===== config.mk =====
export PLATFORM = sky130hd
export DESIGN_NAME = uart_rx
export DESIGN_NICKNAME = d
export VERILOG_FILES = /design/src/rtl/uart_pkg.sv /design/src/rtl/baud_gen_rx.sv /design/src/rtl/uart_rx.sv
export SDC_FILE = /design/constraint.sdc
export NUM_CORES = 1
export LEC_CHECK = 0
export BUFFER_PORTS_ARGS = -buffer_cell sky130_fd_sc_hd__buf_4
export CORE_MARGIN = 5
export CORE_UTILIZATION = 28
export DETAILED_ROUTE_END_ITERATION = 10
export PLACE_DENSITY = 0.47
export SLEW_MARGIN = 10
export SYNTH_ARGS = -nofsm -noshare
export SYNTH_HDL_FRONTEND = slang
export SYNTH_SLANG_ARGS = --single-unit
export TNS_END_PERCENT = 20

===== constraint.sdc =====
create_clock -name clock -period 2.6 [get_ports clock]
set_input_delay 0.26 -clock clock [delete_from_list [all_inputs] [get_ports clock]]
set_output_delay 0.26 -clock clock [all_outputs]
set_load 0.02 [all_outputs]

===== src/rtl/uart_pkg.sv =====
// Shared definitions for the UART receiver: FSM states, line-rate encoding
// and the oversample tick terminal counts.
package uart_pkg;

    localparam int OVERSAMPLE = 16;
    localparam int TICK_CNT_W = 11;

    typedef enum logic [1:0] {
        BAUD_2400  = 2'b00,
        BAUD_4800  = 2'b01,
        BAUD_9600  = 2'b10,
        BAUD_19200 = 2'b11
    } baud_rate_e;

    // Counter wraps after TC, so one tick period is TC+1 clocks at 50 MHz.
    localparam logic [TICK_CNT_W-1:0] TC_2400  = 11'd1301;
    localparam logic [TICK_CNT_W-1:0] TC_4800  = 11'd650;
    localparam logic [TICK_CNT_W-1:0] TC_9600  = 11'd325;
    localparam logic [TICK_CNT_W-1:0] TC_19200 = 11'd162;

    typedef enum logic [2:0] {
        IDLE   = 3'd0,
        START  = 3'd1,
        DATA   = 3'd2,
        PARITY = 3'd3,
        STOP   = 3'd4
    } rx_state_e;

    localparam logic [3:0] MID_BIT_TICK = 4'(OVERSAMPLE / 2 - 1);
    localparam logic [3:0] LAST_TICK    = 4'(OVERSAMPLE - 1);

    function automatic logic [TICK_CNT_W-1:0] terminal_count(input baud_rate_e rate);
        logic [TICK_CNT_W-1:0] tc;
        case (rate)
            BAUD_2400:  tc = TC_2400;
            BAUD_4800:  tc = TC_4800;
            BAUD_9600:  tc = TC_9600;
            default:    tc = TC_19200;
        endcase
        return tc;
    endfunction

endpackage


===== src/rtl/baud_gen_rx.sv =====
// 16x oversample tick generator for the receiver; clear realigns the tick
// phase to the detected start edge.
module baud_gen_rx
    import uart_pkg::*;
(
    input  logic       clock,
    input  logic       reset,
    input  logic       clear,
    input  baud_rate_e rate,
    output logic       tick
);

    logic [TICK_CNT_W-1:0] cnt_q;
    logic [TICK_CNT_W-1:0] cnt_d;
    logic [TICK_CNT_W-1:0] tc;

    always_comb begin
        tc    = terminal_count(rate);
        tick  = 1'b0;
        cnt_d = cnt_q + TICK_CNT_W'(1);
        if (clear) begin
            cnt_d = '0;
        end else if (cnt_q == tc) begin
            tick  = 1'b1;
            cnt_d = '0;
        end
    end

    always_ff @(posedge clock or posedge reset) begin
        if (reset) begin
            cnt_q <= '0;
        end else begin
            cnt_q <= cnt_d;
        end
    end

endmodule


===== src/rtl/uart_rx.sv =====
// UART receiver: 8 data bits LSB first, optional parity, one stop bit,
// sampled mid-bit from a 16x oversample tick aligned to the start edge.
module uart_rx
    import uart_pkg::*;
#(
    parameter int SYNC_STAGES = 2
) (
    input  logic       clock,
    input  logic       reset,
    input  logic [1:0] baud_rate,
    input  logic       parity_en,
    input  logic       parity_odd,
    input  logic       rx_serial,
    output logic [7:0] data_out,
    output logic       data_valid,
    output logic       parity_error,
    output logic       framing_error,
    output logic       rx_busy
);

    logic [SYNC_STAGES-1:0] sync_q;
    logic [SYNC_STAGES-1:0] sync_d;
    logic                   rx_sync;

    rx_state_e  state_q,    state_d;
    logic [3:0] tick_cnt_q, tick_cnt_d;
    logic [2:0] bit_idx_q,  bit_idx_d;
    logic [7:0] shift_q,    shift_d;
    baud_rate_e rate_q,     rate_d;
    logic       par_en_q,   par_en_d;
    logic       par_odd_q,  par_odd_d;
    logic       par_err_pend_q, par_err_pend_d;

    logic [7:0] data_out_q,      data_out_d;
    logic       data_valid_q,    data_valid_d;
    logic       parity_error_q,  parity_error_d;
    logic       framing_error_q, framing_error_d;

    logic baud_clear;
    logic tick;

    // Synchronizer chain; flops reset to the idle line level.
    assign sync_d[0] = rx_serial;
    generate
        for (genvar gi = 1; gi < SYNC_STAGES; gi++) begin : g_sync
            assign sync_d[gi] = sync_q[gi-1];
        end
    endgenerate
    assign rx_sync = sync_q[SYNC_STAGES-1];

    always_ff @(posedge clock or posedge reset) begin
        if (reset) begin
            sync_q <= '1;
        end else begin
            sync_q <= sync_d;
        end
    end

    baud_gen_rx u_baud_gen (
        .clock (clock),
        .reset (reset),
        .clear (baud_clear),
        .rate  (rate_q),
        .tick  (tick)
    );

    always_comb begin
        state_d         = state_q;
        tick_cnt_d      = tick_cnt_q;
        bit_idx_d       = bit_idx_q;
        shift_d         = shift_q;
        rate_d          = rate_q;
        par_en_d        = par_en_q;
        par_odd_d       = par_odd_q;
        par_err_pend_d  = par_err_pend_q;
        data_out_d      = data_out_q;
        data_valid_d    = 1'b0;
        parity_error_d  = parity_error_q;
        framing_error_d = framing_error_q;
        baud_clear      = 1'b0;

        case (state_q)
            IDLE: begin
                // Holding the tick counter cleared makes bit phase start at the edge.
                baud_clear = 1'b1;
                tick_cnt_d = '0;
                bit_idx_d  = '0;
                if (!rx_sync) begin
                    state_d        = START;
                    rate_d         = baud_rate_e'(baud_rate);
                    par_en_d       = parity_en;
                    par_odd_d      = parity_odd;
                    par_err_pend_d = 1'b0;
                end
            end

            START: begin
                if (tick) begin
                    if (tick_cnt_q == MID_BIT_TICK) begin
                        tick_cnt_d = '0;
                        state_d    = rx_sync ? IDLE : DATA;
                    end else begin
                        tick_cnt_d = tick_cnt_q + 4'd1;
                    end
                end
            end

            DATA: begin
                if (tick) begin
                    if (tick_cnt_q == LAST_TICK) begin
                        tick_cnt_d         = '0;
                        shift_d[bit_idx_q] = rx_sync;
                        if (bit_idx_q == 3'd7) begin
                            bit_idx_d = '0;
                            state_d   = par_en_q ? PARITY : STOP;
                        end else begin
                            bit_idx_d = bit_idx_q + 3'd1;
                        end
                    end else begin
                        tick_cnt_d = tick_cnt_q + 4'd1;
                    end
                end
            end

            PARITY: begin
                if (tick) begin
                    if (tick_cnt_q == LAST_TICK) begin
                        tick_cnt_d     = '0;
                        par_err_pend_d = ((^shift_q) ^ rx_sync) != par_odd_q;
                        state_d        = STOP;
                    end else begin
                        tick_cnt_d = tick_cnt_q + 4'd1;
                    end
                end
            end

            STOP: begin
                // Leaving at mid-stop leaves half a bit to catch a back-to-back start edge.
                if (tick) begin
                    if (tick_cnt_q == LAST_TICK) begin
                        tick_cnt_d      = '0;
                        data_out_d      = shift_q;
                        parity_error_d  = par_en_q & par_err_pend_q;
                        framing_error_d = ~rx_sync;
                        data_valid_d    = 1'b1;
                        state_d         = IDLE;
                    end else begin
                        tick_cnt_d = tick_cnt_q + 4'd1;
                    end
                end
            end

            default: begin
                state_d = IDLE;
            end
        endcase
    end

    always_ff @(posedge clock or posedge reset) begin
        if (reset) begin
            state_q         <= IDLE;
            tick_cnt_q      <= '0;
            bit_idx_q       <= '0;
            shift_q         <= '0;
            rate_q          <= BAUD_2400;
            par_en_q        <= 1'b0;
            par_odd_q       <= 1'b0;
            par_err_pend_q  <= 1'b0;
            data_out_q      <= '0;
            data_valid_q    <= 1'b0;
            parity_error_q  <= 1'b0;
            framing_error_q <= 1'b0;
        end else begin
            state_q         <= state_d;
            tick_cnt_q      <= tick_cnt_d;
            bit_idx_q       <= bit_idx_d;
            shift_q         <= shift_d;
            rate_q          <= rate_d;
            par_en_q        <= par_en_d;
            par_odd_q       <= par_odd_d;
            par_err_pend_q  <= par_err_pend_d;
            data_out_q      <= data_out_d;
            data_valid_q    <= data_valid_d;
            parity_error_q  <= parity_error_d;
            framing_error_q <= framing_error_d;
        end
    end

    assign data_out      = data_out_q;
    assign data_valid    = data_valid_q;
    assign parity_error  = parity_error_q;
    assign framing_error = framing_error_q;
    assign rx_busy       = (state_q != IDLE);

endmodule


==> results.txt, run 1 <==
CP Class: flop to flop
Horizontal die dimension: 106 um
Mean cell area of the mapped netlist: 10.5 sq um
Area share of the largest cell type after synthesis: 43.5%
Netlist area before placement: 2590 sq um
Htree depth: 2
Classification of the worst-slack hold path: input port to flop
Synth cell types: 54
Overall die area: 11300 sq um
Most frequently used flop master after synthesis: dfrtp_1
Cell accounting for the most synthesized area: dfrtp_1
Power density normalized to cell area: 559 nW/um^2
Pin slew with the least headroom to its limit: 0.745 ns
RSZ-0062 raised after global routing: no
Post-CTS Setup Repair Bufs: 0
Routed len/inst: 14.0 um
Maximum count of clock buffers along a single path: 2
Count of hold-fix buffers inserted at cts: 0
Layout area overhead: 12.8%
Total global routing overflow: 0
# rows: 35
Final wirelength: 5260 um
I/O pin cnt: 19
Post-Route Skew: 0.00388 ns
Setup Total Neg Slack: 0 ns
Most area-consuming cells after synthesis: dfrtp_1, xnor2_1, mux2_1
Share of post-route cells with drive strength above 1: 21.8%
DP HPWL: 3810 um
Nets in the synthesized netlist: 257
Register bit total from synthesis: 47
Floorplan die height: 106 um
Max cap viols: 0
CP Data Required Time: 2.79 ns
Drc violations: 0
Antenna violations before repair: 0
Largest net degree at the start of global routing: 35
Register cell area after layout: 1180 sq um
Maximum clock rate: 0.431 GHz
Root buffer cell: clkbuf_8
Reported leakage power: 1.32 nW
Status: completed
Final nets: 276
Crit end category: flop
Initial drt markers: 57
Period utilisation layout: 89.3%
Overall Global Routing Usage: 10.1%
Finished Core Util: 31.9%
CTS tree: built
IO buf count: 18
VDD IR max: 0.161 mV
Slew headroom: 50.3%
Footprint of the multi-input gates: 1320 sq um
Hold Slack: 0.0632 ns
Count of endpoints failing setup in the final report: 0
Fill cell instance count of the final layout: 940
Post-detailed-route via-to-cell ratio: 4.83
Total number of vias: 1821
Kind of launch point of the worst setup path: flop
Area of the core: 9150 sq um
Minimum period implied by the final worst setup slack: 2.32 ns
Share of synthesized registers carrying an async set or reset: 100%
Number of instances in the synthesized netlist: 246
Via count of the first global-routing pass: 1826
Number of CTS-inserted buffers: 5
Clock edge transition at the registers on the reported setup and hold paths: 0.09 ns
Data arrival time at the worst-slack endpoint: 2.51 ns
Top fanout value on the critical path: 14
Routability Congestion: 0.763
Final max-slew violation count: 0
Final count of hold timing violations: 0
Clk Latency, worst-skew pair: 0.30 ns
Number of flops mapped to enable cells by yosys: 0
Resized cells post-CTS: 0
Seq/Total Area, Yosys: 45.5%
Number of warnings issued by yosys: 0
Clock sink count: 47
Number of placed cells counting well taps: 369
Total iterations of the first detailed-routing run: 4
Initial core utilization: 28.3%
Post-Layout Cell Count: 377
Wire length of the first global-routing pass: 9190 um
Number of antenna cells inserted: 0
Remaining antenna violation count: 0
kinds of logic (layout without fill, tap and decap cells):
kind of cell / count (synthesis) / in the layout / share of synthesized area, %
AND/OR/NAND/NOR: 102 / 102 / 22.5
flip-flops: 47 / 47 / 45.5
AO/OA/AOI/OAI: 33 / 33 / 9.32
multiplexers: 22 / 22 / 10.2
XOR/XNOR: 20 / 20 / 6.76
buffers and inverters: 17 / 37 / 3.43
adder cells (fa/ha/maj): 5 / 5 / 2.37
layer usage:
metal	routed length [um]	track usage [%]
met5	0	0
met1	2720	14.8
met3	129	1.70
met4	98	3.61
met2	2310	14.8
report_power, final:
group / switching [W] / internal (W) / total [W]
clock: 0.000258 / 0.000190 / 0.000447
combinational: 0.000136 / 0.000136 / 0.000272
sequential: 0.000117 / 0.000799 / 0.000915
per-stage QoR:
step	total power, W	setup slack (ns)	cell area [sq um]
2_1_floorplan	0.00113	0.527	2590
3_3_place_gp	0.00120	0.326	2840
3_5_place_dp	0.00121	0.292	2840
4_1_cts	0.00168	0.261	2920
5_1_grt	0.00174	0.0786	2920
6_report	0.00163	0.278	2920
Yosys cell counts, types with 2 or more instances:
cell / instances
buf_6: 3
a22o_1: 3
xnor2_1: 15
clkbuf_1: 6
buf_2: 2
nor3_4: 2
inv_1: 5
nand3b_2: 2
nor4_1: 3
mux2_2: 4
or2_1: 2
o2bb2ai_1: 2
nor3_1: 12
nand2_1: 16
a221o_1: 2
o21ai_0: 6
nand2b_1: 4
and3_1: 6
mux2_1: 11
ha_1: 4
nand3_1: 10
dfrtp_1: 45
a21oi_1: 6
or2_2: 2
o22a_1: 2
mux2i_1: 2
nand4_2: 2
mux2_4: 5
nand3_2: 3
xor2_1: 5
nand4b_1: 2
dfstp_2: 2
nor2b_1: 2
nor2_1: 28
placed cells by master (no fill, tap or decap), types with 3 or more instances in the layout:
cell,count
a21oi_1,6
a22o_1,3
and3_1,6
buf_4,23
clkbuf_8,5
dfrtp_1,45
ha_1,4
inv_1,4
mux2_1,11
mux2_2,4
mux2_4,5
nand2_1,16
nand2b_1,4
nand3_1,10
nand3_2,3
nor2_1,28
nor3_1,12
nor4_1,3
o21ai_0,6
xnor2_1,15
xor2_1,5
critical path, cell delays in order, from the launching register on:
cell and delay, ns:
dfrtp_1 0.52, nor4_1 0.56, nor3_4 0.14, nor3_4 0.47, buf_4 0.22, nor2_1 0.04, a221o_1 0.25
flip-flops by register name, summed over array words and instances (netlist names):
name and count:
framing_error 1, tick_cnt_q 4, u_baud_gen.cnt_q 11, state_q 3, shift_q 8, bit_idx_q 3
par_odd_q 1, par_err_pend_q 1, sync_q 2, data_out 8, rate_q 2, data_valid 1
parity_error 1, par_en_q 1
worst paths after layout:
check                      slack [ns]  cells past startpoint      start                  end
hold reg to reg                  0.36                      0  sync_q[0]            sync_q[1]
max in group asynchronous        1.90                      3      reset  u_baud_gen.cnt_q[1]
hold / removal                   0.06                      1  rx_serial            sync_q[0]
setup reg to reg                 0.28                      6  rate_q[0]         bit_idx_q[1]
min in group asynchronous        0.09                      2      reset          data_out[7]
setup / recovery                 0.28                      6  rate_q[0]         bit_idx_q[1]
layout make-up:
| cell class | count | area share, % |
|---|---|---|
| flip-flops and latches | 47 | 40.3 |
| clock buffers | 5 | 2.35 |
| inverters | 6 | 0.770 |
| clock inverters | 3 | 0.642 |
| well taps | 111 | 4.75 |
| repair buffers | 23 | 5.91 |
| multi-input cells | 182 | 45.3 |
(Power assumes the default switching activity.)
==> run 2, diff against run 1 <==
- ABC_AREA: unset -> 1
- CAP_MARGIN: unset -> 20
- CORE_ASPECT_RATIO: unset -> 1.75
==> run 2 against run 1 <==
  * Sequential share of layout area is 1.6 points lower
  * Via count rose by 20%
  * Sequential cell count unchanged
  * Highest routed layer unchanged
  * Synthesized cell count grew 40%
  * First-iteration DRC count is 19% higher
==> results.txt, run 2 <==
# rows: 46
Cell with the most instances on the worst path: nand2_1
Count of endpoints failing setup in the final report: 0
Commonest cells after routing, fill and taps aside: nand2_1, inv_1, nor2_1, dfrtp_1, buf_4
Launch point of the worst path: rate_q[0]
Floorplan die height: 138 um
CP Data Required Time: 2.80 ns
Routability Congestion: 0.907
Post-CTS Setup Repair Bufs: 0
Largest net degree at the start of global routing: 25
Initial drt markers: 68
Htree depth: 2
Data arrival time at the worst-slack endpoint: 2.36 ns
Most area-consuming cells after synthesis: dfrtp_1, nand2_1, inv_1
Cell with the largest stage delay on the worst path: dfrtp_1
Netlist area before placement: 2600 sq um
Drc violations: 0
Remaining antenna violation count: 0
Final count of hold timing violations: 0
Mean cell area of the mapped netlist: 7.56 sq um
DP HPWL: 4820 um
Number of CTS-inserted buffers: 5
IO buf count: 18
Layout area overhead: 17.1%
Synth cell types: 33
Overall Global Routing Usage: 11.2%
Power density normalized to cell area: 640 nW/um^2
Count of hold-fix buffers inserted at cts: 1
Most used standard cell by instance count after synthesis: nand2_1
Total number of vias: 2186
Clock edge transition at the registers on the reported setup and hold paths: 0.06 ns
Final Power: 0.00195 W
Total iterations of the first detailed-routing run: 4
Number of instances in the synthesized netlist: 344
Setup Total Neg Slack: 0 ns
Top fanout value on the critical path: 12
Overall die area: 11400 sq um
Area of the core: 9090 sq um
Count of buffer and inverter cells on the critical path: 1
I/O pin cnt: 19
Clk Latency, worst-skew pair: 0.29 ns
Slew headroom: 71.2%
Clock sink count: 47
Depth of the critical timing path with buffers and inverters included: 11
Classification of the worst-slack hold path: input port to flop
Finished Core Util: 33.5%
Kind of launch point of the worst setup path: flop
Final wirelength: 6060 um
Worst R2R End: tick_cnt_q[3]
Number of flops mapped to enable cells by yosys: 0
Final max-slew violation count: 0
RSZ-0062 raised after global routing: no
CTS tree: built
Largest reg by FF count: u_baud_gen.cnt_q
Most common library cells after synthesis: nand2_1, inv_1, nor2_1
Root buffer cell: clkbuf_16
Initial core utilization: 28.6%
Maximum count of clock buffers along a single path: 2
Period utilisation layout: 82.9%
Reported leakage power: 1.54 nW
Resized cells post-CTS: 0
Final nets: 378
Number of warnings issued by yosys: 0
Worst reg2reg setup slack: 0.44 ns
Crit end category: flop
Seq/Total Area, Yosys: 45.3%
Kind of cell with the highest combined delay on the critical path: simple AND/OR/NAND/NOR gates
VDD IR max: 0.322 mV
Cell chain of the critical path: inv_1, nand2_1, nand2_1, nand2_1, nor2_2, nand3_2, nand2_1, nand2_1, nor2_1, nand2_1, o21ai_0
Flip-flop count of the largest register after layout: 11
Maximum single-stage delay on the critical path: 0.48 ns
Capturing instance or port of the critical path: tick_cnt_q[3]
Area share of the largest cell type after synthesis: 43.3%
Routed len/inst: 12.4 um
Horizontal die dimension: 82.9 um
CP Class: flop to flop
Post-Route Skew: 0.00681 ns
Share of post-route cells with drive strength above 1: 14.1%
Worst r2r src: rate_q[0]
Wire length of the first global-routing pass: 10200 um
Via count of the first global-routing pass: 2189
Most common library cell in the layout ignoring fill and taps: nand2_1
Share of synthesized registers carrying an async set or reset: 100%
Cell accounting for the most synthesized area: dfrtp_1
Post-detailed-route via-to-cell ratio: 4.48
Maximum clock rate: 0.464 GHz
Most frequently used flop master after synthesis: dfrtp_1
Pin slew with the least headroom to its limit: 0.432 ns
Max cap viols: 0
Nets in the synthesized netlist: 355
Number of antenna cells inserted: 0
Register bit total from synthesis: 47
Minimum period implied by the final worst setup slack: 2.16 ns
Reg2Reg Depth: 11
Total global routing overflow: 0
Status: completed
Antenna violations before repair: 0
[run 2: cell types whose count changed in the layout (fill, tap and decap cells not counted), sizes merged, moves of 10 or more]
cell	change
nor2	+27
inv	+47
xnor2	-11
nor3	-10
mux2	-20
nand2	+75
o21ai	+17
[run 2: worst min-delay path by stage]
stage | endpoint | from | depth (start not counted)
6_report | sync_q[0] | rx_serial | 1
5_1_grt | sync_q[0] | rx_serial | 1
4_1_cts | sync_q[0] | rx_serial | 1
3_5_place_dp | rate_q[1] | reset | 2
3_3_place_gp | rate_q[1] | reset | 2
2_1_floorplan | sync_q[0] | rx_serial | 0
[run 2: cells by family after synthesis]
logic type                 count (synthesis)  synth area share (%)
adders and majority gates                  4                  1.92
DFF                                       47                  45.3
xor gates and xnor gates                  10                  3.37
AOI/OAI and AO/OA                         41                  9.43
and+or+nand+nor                          184                  30.7
buffers and inverters                     58                  9.23
[run 2: per-stage QoR]
| step | setup WS, ns | area, sq um | std cells | hold WS [ns] |
|---|---|---|---|---|
| floorplan | 0.932 | 2600 | 344 | 0.264 |
| global placement | 0.510 | 2860 | 479 | 0.202 |
| detailed placement | 0.456 | 2860 | 479 | 0.199 |
| CTS | 0.435 | 3050 | 488 | 0.0775 |
| global route | 0.153 | 3050 | 488 | 0.0716 |
| finish | 0.444 | 3050 | 488 | 0.0829 |
[run 2: routing by layer]
metal  up-vias  global-route usage [%]  wire (um)  share of wire [%]
met1      1006                    11.7       2370                 39
li1       1117                       -          -                  -
met3        17                    2.21        144                2.4
met5         -                       0          0                  0
met2        46                    21.3       3340                 55
met4         0                    5.27        196                3.2
[run 2: report_power, final]
| group | leakage [nW] | internal (W) | switching, W |
|---|---|---|---|
| clock network | 0.0868 | 0.000478 | 0.000266 |
| registers | 0.619 | 0.000805 | 0.000104 |
| logic | 0.831 | 0.000115 | 0.000182 |
[run 2: layout make-up]
cell class,instances,area (sq um)
fillers,1003,6050
multi-input cells,239,1180
flip-flops and latches,47,1180
inverters,53,201
repair buffers,21,160
well taps,120,150
clock buffers,6,139
clock inverters,2,35.0
==> run 3, diff against run 2 <==
- clock period: 2.6 -> 2.1 ns (I/O delays scaled with it)
==> run 3 against run 2 <==
  * Die area stayed put
  * First-iteration DRC count increased by 94%
  * Core utilization increased by 0.63 points
  * Largest cell class unchanged
  * Largest power group unchanged
==> results.txt, run 3 (synthesis results as in run 2) <==
Power share of the sequential group: 46.4%
Antenna violations before repair: 0
Pin slew with the least headroom to its limit: 0.422 ns
Number of CTS-inserted buffers: 5
Layout area overhead: 19.3%
Number of antenna cells inserted: 0
DP HPWL: 4580 um
Maximum count of clock buffers along a single path: 2
Minimum period implied by the final worst setup slack: 1.83 ns
Fill cell instance count of the final layout: 1016
Classification of the worst-slack hold path: input port to flop
Reg2Reg Depth: 9
Kind of launch point of the worst setup path: flop
Floorplan die height: 138 um
Final nets: 384
Max cap viols: 0
Reported leakage power: 1.57 nW
Period utilisation layout: 87.3%
Data arrival time at the worst-slack endpoint: 1.99 ns
Total global routing overflow: 0
Area of the core: 9090 sq um
Routed len/inst: 11.9 um
Status: completed
RSZ-0062 raised after global routing: no
Worst min-delay path startpoint: rx_serial
Root buffer cell: clkbuf_16
Share of post-route cells with drive strength above 1: 15.8%
VDD IR max: 0.402 mV
Worst R2R End: bit_idx_q[1]
Via count of the first global-routing pass: 2284
Part of the power in combinational logic: 14.9%
Power density normalized to cell area: 778 nW/um^2
Post-layout worst setup margin: 0.266 ns
Final Power: 0.00242 W
Horizontal die dimension: 82.9 um
Flip-flop count of the largest register after layout: 11
Worst reg2reg setup slack: 0.27 ns
Wire length of the first global-routing pass: 10300 um
Hold Crit Depth: 1
Setup slack at placement: 0.170 ns
Total number of vias: 2206
Final wirelength: 5900 um
CTS tree: built
Destination of the worst hold path: sync_q[0]
Clock edge transition at the registers on the reported setup and hold paths: 0.07 ns
Overall Global Routing Usage: 11.2%
Overall die area: 11400 sq um
Count of endpoints failing setup in the final report: 0
Top fanout value on the critical path: 9
# rows: 46
Total iterations of the first detailed-routing run: 4
Initial drt markers: 132
Routability Congestion: 0.786
Remaining antenna violation count: 0
Htree depth: 2
IO buf count: 18
Initial core utilization: 28.6%
I/O pin cnt: 19
CP Class: flop to flop
Commonest cells after routing, fill and taps aside: nand2_1, inv_1, nor2_1, dfrtp_1, buf_4
Final count of hold timing violations: 0
Net switching component of the power: 0.000707 W
Largest net degree at the start of global routing: 48
Clock power frac: 38.7%
Setup Total Neg Slack: 0 ns
Largest reg by FF count: u_baud_gen.cnt_q
Crit end category: flop
Maximum clock rate: 0.545 GHz
Post-detailed-route via-to-cell ratio: 4.47
Cell Int Power: 0.00171 W
Worst r2r src: tick_cnt_q[0]
Sw Share: 29.3%
Clock sink count: 47
Slew headroom: 71.9%
Post-Route Skew: 0.00982 ns
Final max-slew violation count: 0
Most common library cell in the layout ignoring fill and taps: nand2_1
Drc violations: 0
Clk Latency, worst-skew pair: 0.29 ns
CP Data Required Time: 2.25 ns
-- run 3: layer usage --
layer / GRT usage, % / share of wire [%]
met5: 0 / 0
met4: 4.00 / 1.8
met3: 2.27 / 2.1
met2: 22.9 / 57
met1: 10.9 / 39
-- run 3: critical path: stages (launching register included) --
cell	delay, ns
dfrtp_1	0.38
ha_1	0.20
nand2_1	0.09
nor2_1	0.13
inv_1	0.07
buf_4	0.15
nor2_2	0.29
o22ai_1	0.22
nand2_1	0.09
o21ai_0	0.08
-- run 3: area by class of cell --
| class | count | area, sq um | area share [%] |
|---|---|---|---|
| clock inverter | 3 | 47.5 | 1.53 |
| inverter | 53 | 201 | 6.49 |
| timing repair buffer | 27 | 218 | 7.01 |
| sequential | 47 | 1180 | 38.0 |
| clock buffer | 5 | 125 | 4.03 |
| multi-input combinational | 239 | 1180 | 38.1 |
| tap | 120 | 150 | 4.84 |
-- run 3: per-stage QoR --
stage | util, % | area [sq um] | hold WS, ns | cells
global placement | 31.9 | 2900 | 0.283 | 482
finish | 34.1 | 3100 | 0.0282 | 494
global route | 34.1 | 3100 | 0.0103 | 494
floorplan | - | 2600 | 0.214 | 344
CTS | 33.9 | 3080 | 0.0193 | 491
detailed placement | 31.9 | 2900 | 0.285 | 482
-- run 3: worst max path at each step --
stage | start | endpoint | slack [ns] | cells past startpoint
after global placement | rate_q[0] | framing_error | 0.19 | 11
after floorplan | tick_cnt_q[0] | state_q[0] | 0.43 | 10
after detailed placement | rate_q[0] | framing_error | 0.17 | 11
after global routing | tick_cnt_q[0] | state_q[0] | 0.02 | 10
final | tick_cnt_q[0] | bit_idx_q[1] | 0.27 | 9
after CTS | rate_q[0] | framing_error | 0.15 | 11
-- run 3: timing repair --
action	CTS	global route
hold endpoints to repair	45	0
gates resized for setup	0	1
endpoints found under the setup margin	0	6
buffers inserted	0	3
hold buffers	1	0
-- run 3: power groups by stage --
| stage | clock [W] | combinational, W | sequential [W] |
|---|---|---|---|
| 2_1_floorplan | 0 | 0.000292 | 0.00109 |
| 3_3_place_gp | 0 | 0.000358 | 0.00114 |
| 3_5_place_dp | 0 | 0.000361 | 0.00114 |
| 4_1_cts | 0.000967 | 0.000364 | 0.00112 |
| 5_1_grt | 0.00102 | 0.000421 | 0.00114 |
| 6_report | 0.000936 | 0.000359 | 0.00112 |
